$ cat config.mk
export PLATFORM = sky130hd
export DESIGN_NAME = debounce_multi_flat
export DESIGN_NICKNAME = d
export VERILOG_FILES = /design/src/rtl/debounce_multi_if.sv /design/src/rtl/debounce_multi.sv /design/src/flat_wrapper.sv
export SDC_FILE = /design/constraint.sdc
export NUM_CORES = 1
export LEC_CHECK = 0
export BUFFER_PORTS_ARGS = -buffer_cell sky130_fd_sc_hd__buf_2
export CORE_MARGIN = 5
export CORE_UTILIZATION = 30
export DETAILED_ROUTE_END_ITERATION = 10
export SLEW_MARGIN = 20
export SYNTH_ARGS = -nofsm -noshare
export SYNTH_HDL_FRONTEND = slang
export SYNTH_SLANG_ARGS = --single-unit
$ cat constraint.sdc
create_clock -name clk25 -period 1.9 [get_ports clk25]
set_input_delay 0.285 -clock clk25 [delete_from_list [all_inputs] [get_ports clk25]]
set_output_delay 0.285 -clock clk25 [all_outputs]
set_load 0.02 [all_outputs]
$ cat src/rtl/debounce_multi_if.sv
// Bundles the per-channel pin inputs and the conditioned outputs of
// debounce_multi. The board side (master) drives the raw pins.
// The debouncer (slave) returns the levels and strobes.
interface debounce_multi_if #(
   parameter int CHANNELS = 4
);
   logic [CHANNELS-1:0] sig_in;      // raw asynchronous pin levels
   logic [CHANNELS-1:0] sig_out;     // debounced level, 1 = asserted
   logic [CHANNELS-1:0] rise;        // one-cycle strobe on sig_out 0->1
   logic [CHANNELS-1:0] fall;        // one-cycle strobe on sig_out 1->0
   logic [CHANNELS-1:0] long_press;  // one-cycle strobe after a long hold
   logic [CHANNELS-1:0] held;        // level from long_press until release

   modport master (
      output sig_in,
      input  sig_out, rise, fall, long_press, held
   );

   modport slave (
      input  sig_in,
      output sig_out, rise, fall, long_press, held
   );
endinterface

$ cat src/rtl/debounce_multi.sv
// Multi-channel input conditioner for board-level buttons and switches.
// Each channel passes through a 2-FF synchroniser and a polarity fix.
// A consecutive-sample filter then accepts a new level only after
// DEBOUNCE_CYCLES disagreeing samples in a row. Edge strobes and an
// optional long-press detector are derived from the filtered level.
// There is no handshake: every output is a registered level or a
// one-cycle strobe.
module debounce_multi #(
   parameter int                  CHANNELS        = 4,
   parameter int                  DEBOUNCE_CYCLES = 250000,
   parameter int                  LONG_CYCLES     = 25000000,
   parameter logic [CHANNELS-1:0] INVERT          = '0
) (
   input  logic              clk25,
   input  logic              rst_n,
   debounce_multi_if.slave   bus
);

   localparam int              DB_W    = $clog2(DEBOUNCE_CYCLES + 1);
   localparam logic [DB_W-1:0] DB_LAST = DB_W'(DEBOUNCE_CYCLES - 1);

   logic [CHANNELS-1:0] s1_q, s1_d;
   logic [CHANNELS-1:0] s2_q, s2_d;
   logic [CHANNELS-1:0] samp;
   logic [CHANNELS-1:0] sig_out_q, sig_out_d;
   logic [CHANNELS-1:0] rise_q, rise_d;
   logic [CHANNELS-1:0] fall_q, fall_d;
   logic [DB_W-1:0]     db_cnt_q [CHANNELS];
   logic [DB_W-1:0]     db_cnt_d [CHANNELS];

   // Synchroniser next-state; the polarity fix makes samp 1 = asserted.
   always_comb begin
      s1_d = bus.sig_in;
      s2_d = s1_q;
      samp = s2_q ^ INVERT;
   end

   // Debounce filter: count disagreeing samples and accept the new level
   // on the DEBOUNCE_CYCLES-th one. Any agreeing sample restarts the count.
   always_comb begin
      sig_out_d = sig_out_q;
      for (int i = 0; i < CHANNELS; i++) begin
         db_cnt_d[i] = '0;
         if (samp[i] != sig_out_q[i]) begin
            if (db_cnt_q[i] == DB_LAST) begin
               sig_out_d[i] = samp[i];
            end else begin
               db_cnt_d[i] = db_cnt_q[i] + 1'b1;
            end
         end
      end
      rise_d = sig_out_d & ~sig_out_q;
      fall_d = ~sig_out_d & sig_out_q;
   end

   // Synchroniser, filter state and edge strobes. Reset loads the idle
   // pin level into the synchroniser, so leaving reset makes no strobes.
   always_ff @(posedge clk25) begin
      if (!rst_n) begin
         s1_q      <= INVERT;
         s2_q      <= INVERT;
         sig_out_q <= '0;
         rise_q    <= '0;
         fall_q    <= '0;
         for (int i = 0; i < CHANNELS; i++) begin
            db_cnt_q[i] <= '0;
         end
      end else begin
         s1_q      <= s1_d;
         s2_q      <= s2_d;
         sig_out_q <= sig_out_d;
         rise_q    <= rise_d;
         fall_q    <= fall_d;
         for (int i = 0; i < CHANNELS; i++) begin
            db_cnt_q[i] <= db_cnt_d[i];
         end
      end
   end

   assign bus.sig_out = sig_out_q;
   assign bus.rise    = rise_q;
   assign bus.fall    = fall_q;

   if (LONG_CYCLES > 0) begin : g_long
      localparam int              LC_W    = $clog2(LONG_CYCLES + 1);
      localparam logic [LC_W-1:0] LC_LAST = LC_W'(LONG_CYCLES - 1);

      logic [LC_W-1:0]     lc_cnt_q [CHANNELS];
      logic [LC_W-1:0]     lc_cnt_d [CHANNELS];
      logic [CHANNELS-1:0] lp_q, lp_d;
      logic [CHANNELS-1:0] held_q, held_d;

      // Long-press timer. It restarts on every press and saturates once
      // it has fired. A press that ends on the very edge the timer would
      // expire counts as a short press, so fall and long_press never
      // coincide.
      always_comb begin
         for (int i = 0; i < CHANNELS; i++) begin
            lc_cnt_d[i] = lc_cnt_q[i];
            lp_d[i]     = 1'b0;
            held_d[i]   = held_q[i];
            if (!sig_out_d[i]) begin
               lc_cnt_d[i] = '0;
               held_d[i]   = 1'b0;
            end else if (!sig_out_q[i]) begin
               lc_cnt_d[i] = '0;
            end else if (!held_q[i]) begin
               if (lc_cnt_q[i] == LC_LAST) begin
                  lp_d[i]   = 1'b1;
                  held_d[i] = 1'b1;
               end else begin
                  lc_cnt_d[i] = lc_cnt_q[i] + 1'b1;
               end
            end
         end
      end

      // Long-press state register.
      always_ff @(posedge clk25) begin
         if (!rst_n) begin
            lp_q   <= '0;
            held_q <= '0;
            for (int i = 0; i < CHANNELS; i++) begin
               lc_cnt_q[i] <= '0;
            end
         end else begin
            lp_q   <= lp_d;
            held_q <= held_d;
            for (int i = 0; i < CHANNELS; i++) begin
               lc_cnt_q[i] <= lc_cnt_d[i];
            end
         end
      end

      assign bus.long_press = lp_q;
      assign bus.held       = held_q;
   end else begin : g_no_long
      assign bus.long_press = '0;
      assign bus.held       = '0;
   end

endmodule

$ cat src/flat_wrapper.sv
// flat-port wrapper written by rule: the top's interface ports become plain ports
module debounce_multi_flat 
#(
   parameter int                  CHANNELS        = 4,
   parameter int                  DEBOUNCE_CYCLES = 250000,
   parameter int                  LONG_CYCLES     = 25000000,
   parameter logic [CHANNELS-1:0] INVERT          = '0
)
  (clk25, rst_n, bus_sig_in, bus_sig_out, bus_rise, bus_fall, bus_long_press, bus_held);
  debounce_multi_if #(.CHANNELS(CHANNELS)) bus_i ();
  input  logic clk25;
  input  logic rst_n;
  input wire logic [$bits(bus_i.sig_in)-1:0] bus_sig_in;
  output wire logic [$bits(bus_i.sig_out)-1:0] bus_sig_out;
  output wire logic [$bits(bus_i.rise)-1:0] bus_rise;
  output wire logic [$bits(bus_i.fall)-1:0] bus_fall;
  output wire logic [$bits(bus_i.long_press)-1:0] bus_long_press;
  output wire logic [$bits(bus_i.held)-1:0] bus_held;
  assign bus_i.sig_in = bus_sig_in;
  assign bus_sig_out = bus_i.sig_out;
  assign bus_rise = bus_i.rise;
  assign bus_fall = bus_i.fall;
  assign bus_long_press = bus_i.long_press;
  assign bus_held = bus_i.held;
  debounce_multi #(.CHANNELS(CHANNELS), .DEBOUNCE_CYCLES(DEBOUNCE_CYCLES), .LONG_CYCLES(LONG_CYCLES), .INVERT(INVERT)) u_core (.clk25(clk25), .rst_n(rst_n), .bus(bus_i));
endmodule
==> results.toml <==
[synthesis]
postSynthAreaPerCell_um2 = 8.81
ys.flop_type = "dfxtp_1"
ys_warn_count = 0
synth_edf_count = 0
synth_cell_types = 56
synthArstFlopShare_pct = 0
syn_nets = 1015
synth.cell_area_um2 = 8820
synthCells = 1001
synth_seq_cells = 200
seq_area_frac_synth_pct = 45.4

[critical_path]
critPathLaunchType = "flop"
cpMaxStageDelayCell = "or3_4"
critical_path_arrival_ps = 2220
r2r_slack_ps = -5
setup.worst_path.start = "u_core.db_cnt_q[0][1]"
cp_data_required_time_ps = 2220
endpoint = "u_core.g_long.lc_cnt_q[0][11]"
critical_path.top_delay_family = "simple AND/OR/NAND/NOR gates"
cp_num_cells = 7
reg2reg_to = "u_core.g_long.lc_cnt_q[0][11]"
cp_num_buf_inv = 1
r2r_start = "u_core.db_cnt_q[0][1]"
crit_fanout = 6
r2r_cells = 7
crit_type = "flop to flop"
critical_path.max_stage_delay_ps = 420
endpoint_kind = "flop"
crit_chain = "ha_4, and4_4, nand4b_1, or3_4, o21bai_4, clkbuf_16, nor2_2"

[placed_design]
pre_cts_slack_ps = 46.6
dp_hpwl_mm = 12.2
place.gp.congestion = 0.784
port_buffers = 25

[routing]
wl_mm = 17.8
antenna_left = 0
drt_iter0_drc = 281
avgViaCountPerCell = 4.69
first_pass_iters = 4
drc = 0
dr_total_vias = 6956
wl_per_cell_um = 12.0

[clock_network]
cts_buffers = 17
cts-root-buf = "clkbuf_16"
htree_levels = 4
clk_path_buf_depth = 2
holdBufCountCts = 0
clock_sinks = 200
clk_pin_slew_ps = 80
cts_tree = "yes"
clkLatencyLatePin_ps = 430

[floorplan]
start_util_pct = 30.6
fp.dieW_um = 181
die_y_um = 181
rows = 62
core_area_um2 = 28900
die-area_um2 = 32900
ios = 26

[timing]
slew_violations = 0
final_hold_viol_count = 0
worst_clock_skew_ps = 17.3
period_share_pct = 100
fin_setup_tns_ps = -12.8
setup_viol = 6
slew_headroom_pct = 66.9
rsz0062_at_grt = "yes"
fin_ws_ps = -5.07
tightest_slew_ps = 491
final.min_clock_period_ps = 1910
max_freq_mhz = 525

[grt]
grt_pass1_wl_mm = 30.3
grt_max_degree = 27
grt.total_usage_pct = 10.6
grt_pass1_vias = 6608
antenna_found_initial = 0
gr-total-overflow = 0

[pwr]
pwr-share-comb_pct = 0.6
peakVddDrop_mv = 0.642
power_switching_w = 0.00181
power_frac_clock_pct = 46.4
sw_frac_of_total_pct = 22.9
pwr-share-seq_pct = 53.0
p_leak_nw = 3.63
p_per_area_nw_per_um2 = 746
internal_power_w = 0.00612

[final_layout]
nNetsFinal = 1099
area_growth_pct = 20.7
utilization_pct = 36.9
layout-drive-gt1-share_pct = 15.5
n_antenna_cell = 0

[status]
violations = "negative setup slack"
outcome = "finished, violations left"

[worst_hold_path]
hold_path.class = "primary input to flop"

[run]
drv.max_cap_violation_count = 0
==> state kept, by name, summed over array words and instances, names as in the netlist <==
register,cells
u_core.bus.fall,4
u_core.bus.held,4
u_core.bus.long_press,4
u_core.bus.rise,4
u_core.bus.sig_out,4
u_core.db_cnt_q,72
u_core.g_long.lc_cnt_q,100
u_core.s1_q,4
u_core.s2_q,4
==> area by class of cell <==
| cell class | count | area, um2 |
|---|---|---|
| Clock buffer | 19 | 433 |
| Clock inverter | 13 | 170 |
| Fill cell | 2930 | 18200 |
| Inverter | 29 | 109 |
| Multi-Input combinational cell | 744 | 4710 |
| Sequential cell | 200 | 4010 |
| Tap cell | 384 | 480 |
| Timing Repair Buffer | 93 | 724 |
==> timing repair <==
item / CTS / global route
setup endpoints to repair: 0 / 108
resized for setup: 0 / 37
buffers inserted: 0 / 7
==> how the worst min path moves through the flow <==
stage                        start  depth (start not counted)  slack, ps              to
finish               bus_sig_in[1]                          2         60  u_core.s1_q[1]
global route         bus_sig_in[1]                          2         50  u_core.s1_q[1]
CTS                  bus_sig_in[1]                          2         40  u_core.s1_q[1]
detailed placement  u_core.s1_q[1]                          1        420  u_core.s2_q[1]
global placement    u_core.s1_q[1]                          1        420  u_core.s2_q[1]
floorplan           u_core.s1_q[0]                          1        410  u_core.s2_q[0]
==> power by group through the flow <==
stage	Sequential [W]	Clock, W	Combinational (W)
global route	0.00421	0.00397	0.0000543
detailed placement	0.00431	0	0.0000491
floorplan	0.00430	0	0.0000261
CTS	0.00421	0.00381	0.0000492
global placement	0.00431	0	0.0000489
finish	0.00421	0.00368	0.0000481
==> routing by layer <==
metal / vias to the layer above / wire, um / share of wire, % / track usage [%]
met2: 46 / 8200 / 46 / 17.2
met3: 13 / 362 / 2.0 / 1.96
li1: 3617 / - / - / -
met4: 0 / 227 / 1.3 / 3.63
met5: - / 0 / 0 / 0
met1: 3280 / 8990 / 51 / 14.4
==> synth_stat cells, types with 2 or more instances <==
master / instances / area, um2
xnor2_1: 64 / 561
ha_1: 8 / 100
nand4_1: 41 / 257
o21ai_0: 16 / 80.1
nand4b_1: 5 / 43.8
nand3_1: 61 / 305
nand2_1: 62 / 233
and3b_1: 3 / 26.3
and4_1: 25 / 219
mux2i_1: 8 / 80.1
inv_1: 29 / 109
or4_1: 3 / 22.5
nor2b_1: 7 / 43.8
buf_6: 4 / 45.0
nor4bb_1: 2 / 20.0
o211ai_1: 2 / 15.0
xor2_1: 80 / 701
and2_1: 14 / 87.6
nor4b_1: 8 / 70.1
dfxtp_1: 200 / 4000
nand3_2: 2 / 20.0
or3_1: 11 / 68.8
and3_1: 37 / 231
o21bai_1: 2 / 15.0
nor2_1: 186 / 698
nor3_2: 2 / 20.0
o21bai_4: 2 / 37.5
clkbuf_1: 13 / 48.8
buf_2: 10 / 50.1
or4b_1: 3 / 30.0
nor4_1: 17 / 106
a21oi_1: 15 / 75.1
o21a_1: 3 / 22.5
nor3_1: 34 / 170
==> placed cells by master (no fill, tap or decap), types with 3 or more instances in the layout <==
cell type and instances:
buf_12 4, buf_4 61, dfxtp_1 196, or3_1 10
inv_1 29, nor3_1 32, nand3_1 59, nand4b_1 5
nor4_2 6, a21oi_1 14, clkinv_8 3, xor2_1 80
mux2i_1 8, o21a_1 3, buf_2 25, and3b_1 3
or4b_1 3, o21ai_0 16, dfxtp_2 3, clkbuf_16 19
xnor2_1 64, nor2_2 9, ha_1 7, nand3_2 4
nor4b_1 6, and3_1 37, nor2b_1 7, and4_1 24
nor4_1 12, inv_6 4, nand2_1 62, nor3_2 4
nand4_1 41, inv_8 5, nor2_1 176, and2_1 14
==> metrics by stage <==
stage,power [W],instance area [um2],cells,hold WS [ps]
3_3_place_gp,0.00435,9770,1440,420
5_1_grt,0.00823,10600,1482,49.8
6_report,0.00794,10600,1482,60.3
4_1_cts,0.00807,10400,1472,38.3
2_1_floorplan,0.00433,8820,1001,412
3_5_place_dp,0.00435,9770,1440,420
==> cells by family after synthesis <==
group / after synthesis / synth area share, %
simple gates: 533 / 31.4
flops: 200 / 45.4
mux: 8 / 0.908
xor+xnor: 144 / 14.3
fa+ha+maj: 8 / 1.13
compound gates: 51 / 3.94
buf+inv: 57 / 2.95
Note: power is estimated with default switching activity, not from simulation.
